$ cat config.mk
export PLATFORM = sky130hd
export DESIGN_NAME = serial_sub
export DESIGN_NICKNAME = d
export VERILOG_FILES = /design/src/rtl/serial_sub_pkg.sv /design/src/rtl/full_sub.sv /design/src/rtl/serial_sub.sv
export SDC_FILE = /design/constraint.sdc
export NUM_CORES = 1
export LEC_CHECK = 0
export BUFFER_PORTS_ARGS = -buffer_cell sky130_fd_sc_hd__buf_2
export CAP_MARGIN = 40
export CORE_UTILIZATION = 49
export DETAILED_ROUTE_END_ITERATION = 7
export PLACE_DENSITY = 0.77
export SLEW_MARGIN = 20
export SYNTH_ARGS = -nofsm -noshare
export SYNTH_HDL_FRONTEND = slang
export SYNTH_SLANG_ARGS = --single-unit
$ cat constraint.sdc
create_clock -name clk -period 1.6 [get_ports clk]
set_clock_uncertainty 0.2 [all_clocks]
set_input_delay 0.48 -clock clk [delete_from_list [all_inputs] [get_ports clk]]
set_output_delay 0.48 -clock clk [all_outputs]
set_load 0.05 [all_outputs]
$ cat src/rtl/serial_sub_pkg.sv
// Shared definitions for the bit-serial subtractor: FSM encodings, default width, counter sizing.
package serial_sub_pkg;

    typedef enum logic [1:0] {
        IDLE = 2'd0,
        RUN  = 2'd1,
        DONE = 2'd2
    } state_t;

    localparam int SS_DEFAULT_N = 8;

    function automatic int ss_cnt_width(input int n);
        return $clog2(n);
    endfunction

endpackage

$ cat src/rtl/full_sub.sv
// One-bit full subtractor: sub = A - B - Bin, Bout = borrow out.
module full_sub (
    input  logic A,
    input  logic B,
    input  logic Bin,
    output logic sub,
    output logic Bout
);

    assign sub  = A ^ B ^ Bin;
    assign Bout = (~A & B) | (~(A ^ B) & Bin);

endmodule

$ cat src/rtl/serial_sub.sv
// Bit-serial N-bit subtractor, LSB first, one bit per clock through a single full_sub.
// Optional signed-overflow output enabled by defining SERIAL_SUB_OVF_EN.
module serial_sub
    import serial_sub_pkg::*;
#(
    parameter int N = SS_DEFAULT_N
) (
    input  logic         clk,
    input  logic         rst,
    input  logic         start,
    input  logic [N-1:0] a,
    input  logic [N-1:0] b,
    output logic [N-1:0] diff,
    output logic         bout,
    output logic         busy,
`ifdef SERIAL_SUB_OVF_EN
    output logic         ovf,
`endif
    output logic         done
);

    // state | meaning
    // IDLE  | waiting for start, outputs hold last result
    // RUN   | one operand bit per cycle, N cycles
    // DONE  | result published, done pulse for one cycle

    localparam int CNT_W = ss_cnt_width(N);

    state_t           r_state;
    logic [N-1:0]     r_sa;
    logic [N-1:0]     r_sb;
    logic [N-2:0]     r_res;
    logic             r_borrow;
    logic [CNT_W-1:0] r_cnt;

    logic             w_sub;
    logic             w_bout;
    logic [N-1:0]     w_shift;

    full_sub u_full_sub (
        .A    (r_sa[0]),
        .B    (r_sb[0]),
        .Bin  (r_borrow),
        .sub  (w_sub),
        .Bout (w_bout)
    );

    // Only the upper N-1 result bits need storing; the newest bit comes straight from full_sub.
    assign w_shift = {w_sub, r_res};

    always_ff @(posedge clk or posedge rst) begin
        if (rst) begin
            r_state  <= IDLE;
            r_sa     <= '0;
            r_sb     <= '0;
            r_res    <= '0;
            r_borrow <= 1'b0;
            r_cnt    <= '0;
            diff     <= '0;
            bout     <= 1'b0;
            busy     <= 1'b0;
            done     <= 1'b0;
`ifdef SERIAL_SUB_OVF_EN
            ovf      <= 1'b0;
`endif
        end else begin
            case (r_state)
                IDLE: begin
                    done <= 1'b0;
                    if (start) begin
                        r_sa     <= a;
                        r_sb     <= b;
                        r_res    <= '0;
                        r_borrow <= 1'b0;
                        r_cnt    <= '0;
                        busy     <= 1'b1;
                        r_state  <= RUN;
                    end
                end
                RUN: begin
                    r_sa     <= r_sa >> 1;
                    r_sb     <= r_sb >> 1;
                    r_res    <= w_shift[N-1:1];
                    r_borrow <= w_bout;
                    r_cnt    <= r_cnt + CNT_W'(1);
                    if (r_cnt == CNT_W'(N - 1)) begin
                        diff    <= w_shift;
                        bout    <= w_bout;
`ifdef SERIAL_SUB_OVF_EN
                        // On the last step sa[0]/sb[0] are the captured operand sign bits.
                        ovf     <= (r_sa[0] != r_sb[0]) && (w_sub != r_sa[0]);
`endif
                        busy    <= 1'b0;
                        done    <= 1'b1;
                        r_state <= DONE;
                    end
                end
                DONE: begin
                    done    <= 1'b0;
                    r_state <= IDLE;
                end
                default: begin
                    busy    <= 1'b0;
                    done    <= 1'b0;
                    r_state <= IDLE;
                end
            endcase
        end
    end

endmodule

==> out/metrics.cfg <==
[synth]
yosysWarnings = 0
yosysUniqueCellTypes = 28
ys_seq_area_frac = 0.562
netlist_instances = 147
ys_ff_latch = 40
synth_edf_count = 0
synth_ff_type = dfrtp_1
synth.net_count = 169
syn_avg_cell_area_um2 = 12.1
synth_top_area_share = 0.562
async_flop_share = 1.00
yosys.area.top_type = dfrtp_1
syn_area_um2 = 1780
yosys-top-cells-area = dfrtp_1 56%, mux2_4 5.9%, nor3b_1 5.1%

[setup_path]
r2r_cells = 4
cpMaxStageDelayCell = dfrtp_1
critPathArrivalTime_ps = 920
path_buf_inv = 1
path_class = flip-flop to output port
path_max_fanout = 2
path_cells = buf_6
slowest_delay_ps = 410
worst_ep_required_time_ps = 920
rrSetupSlack_ps = 50
rr_endpoint = diff[2]$_DFFE_PP0P_
critPathLaunchType = flip-flop
endpoint_kind = output port
path_delay_family = flip-flops
rr_startpoint = r_cnt[1]$_DFFE_PP0P_

[grt]
grt_max_degree = 41
grt_usage = 0.207
antenna_found_initial = 0
grt_overflow = 0
grt_pass1_vias = 1323
grt_first_pass_wirelength_um = 6150

[sta]
slew_headroom = 0.746
period_share = 1.00
maxClockFrequency_mhz = 624
postLayoutSetupSlackWorst_ps = -2.07
holdWs_ps = 169
fin_tns_setup_ps = -3.24
grt_setup_unrepaired = true
worstMarginPinSlew_ps = 380
hold_violations = 0
final-setup-viol-count = 2
post-route-min-period_ps = 1600
slew_violations = 0

[final_layout]
layout.nets = 221
fill_cells = 260
regArea_um2 = 1000
multi_input_area_um2 = 738
fin_cells = 246
antenna_cells = 0
drive_gt1_frac = 0.410
area_delta_synth_final_pct = 30.8

[die]
start_util = 0.522
die_h_um = 62.3
core_area_um2 = 3420
rows = 21
die_w_um = 62.3
ioPinCount = 30
dieArea_um2 = 3880

[clock_tree]
cts-htree-levels = 2
cts_tree = built
cts.clk_slew.worst_paths_ps = 110
clockRootBuffer = clkbuf_4
clk_path_buf_depth = 2
cts_buffers = 5
clkLatencyLatePin_ps = 350
cts.sinks = 40

[drt]
wl_per_cell_um = 14.7
wl_met1_um = 1670
vias = 1306
vias_per_cell = 5.31
antenna_left = 0
wl_met3_um = 139
drt_pass1_iterations = 4
drt-initial-drc-count = 46
routed.top_layer = met4
wirelength_um = 3610
drc = 0
wl_met2_um = 1760

[place]
dp_slack_ps = -51.8
dpl.hpwl_um = 2430
dp.cells = 224
place.port_buffers = 29
gp_congestion = 0.792

[pwr]
irDropWorstVdd_uv = 1050
leakage_nw = 1.13
powerDensity_nw_per_um2 = 2050

[min_path]
whs_path_depth = 3
holdPathEnd = r_sb[7]$_DFFE_PP0P_
hold_start = b[7]
min_path_type = input pin to flip-flop

[outcome]
status = complete, but fails checks
violations = negative setup slack

[flow_run]
max_cap_violations = 0

-- power by group --
part / leakage, nW / internal (W) / switching [W]
logic: 0.597 / 0.00119 / 0.00118
registers: 0.491 / 0.00146 / 0.000311
clock network: 0.0422 / 0.000327 / 0.000316
total: 1.13 / 0.00298 / 0.00180
-- stage by stage --
stage           util  area [um^2]  total power [W]
2_1_floorplan      -         1800          0.00323
3_3_place_gp   0.596         2040          0.00362
6_report       0.682         2330          0.00478
5_1_grt        0.682         2330          0.00509
3_5_place_dp   0.596         2040          0.00374
4_1_cts        0.664         2270          0.00470
-- per-layer routing --
layer	global-route usage	up-vias
met5	0	-
met4	0.0669	0
met3	0.0570	3
met2	0.337	28
met1	0.269	648
li1	-	627
-- synthesized netlist by cell type (2+ instances only) --
master    instances
nand3b_1          2
a221oi_1          5
o21ai_0           7
dfrtp_1          40
buf_4             3
mux2_4            7
ha_1              2
a21oi_1           7
nand2_1           5
nor3b_1          12
o22a_1            6
buf_2             5
inv_1            10
nor2_1            8
a22o_1            9
o221a_2           2
nor2b_1           6
-- worst max-delay path by stage --
stage	slack, ps	endpoint	from	cells past startpoint
final	-2	diff[1]	diff[1]$_DFFE_PP0P_	1
after global routing	-50	diff[2]	diff[2]$_DFFE_PP0P_	1
after CTS	-30	done	done$_DFFE_PP0P_	1
after detailed placement	-50	r_sb[3]$_DFFE_PP0P_	start	4
after global placement	7	diff[7]$_DFFE_PP0P_	r_cnt[0]$_DFFE_PP0P_	4
after floorplan	2	bout$_DFFE_PP0P_	rst	1
-- cells by family after synthesis --
kind of cell	count (synthesis)	share of synthesized area
AOI/OAI and AO/OA	40	0.170
adders and majority gates	3	0.0253
buffers and inverters	20	0.0562
DFF	40	0.562
muxes	8	0.0653
and+or+nand+nor	36	0.121
-- state kept, by name, indices dropped and copies added, names as in the netlist --
name / cells
done: 1
r_sa: 8
r_state: 2
r_res: 7
r_sb: 8
bout: 1
diff: 8
r_borrow: 1
r_cnt: 3
busy: 1
-- timing repair --
action                                  4_1_cts  5_1_grt
endpoints found under the hold margin        40        0
resized for setup                            25        6
pin swaps                                     0        1
hold buffers                                  1        0
cloned                                        1        0
endpoints found under the setup margin       19       21
buffers inserted                              7        5
-- cells in the final DEF, fill, tap and decap left out, types with 2 or more instances in the layout --
master | Yosys | layout
dfrtp_1 | 40 | 38
nor2b_1 | 6 | 5
nor2_1 | 8 | 8
nand2_1 | 5 | 5
a221oi_1 | 5 | 4
nand3b_1 | 2 | 2
a21oi_1 | 7 | 7
nor3b_2 | 0 | 2
clkbuf_4 | 0 | 5
buf_2 | 5 | 18
a22o_1 | 9 | 9
o221a_2 | 2 | 2
dfrtp_2 | 0 | 2
o21ai_0 | 7 | 7
o22a_1 | 6 | 6
mux2_4 | 7 | 8
buf_4 | 3 | 23
nor3b_1 | 12 | 10
inv_1 | 10 | 10
buf_6 | 1 | 11
-- cell type report --
type | instances | area share
sequential | 40 | 0.431
multi-input combinational | 88 | 0.317
timing repair buffer | 54 | 0.179
tap | 46 | 0.0247
clock buffer | 6 | 0.0177
inverter | 10 | 0.0161
clock inverter | 2 | 0.0150
Power figures use the tool's default switching activity.
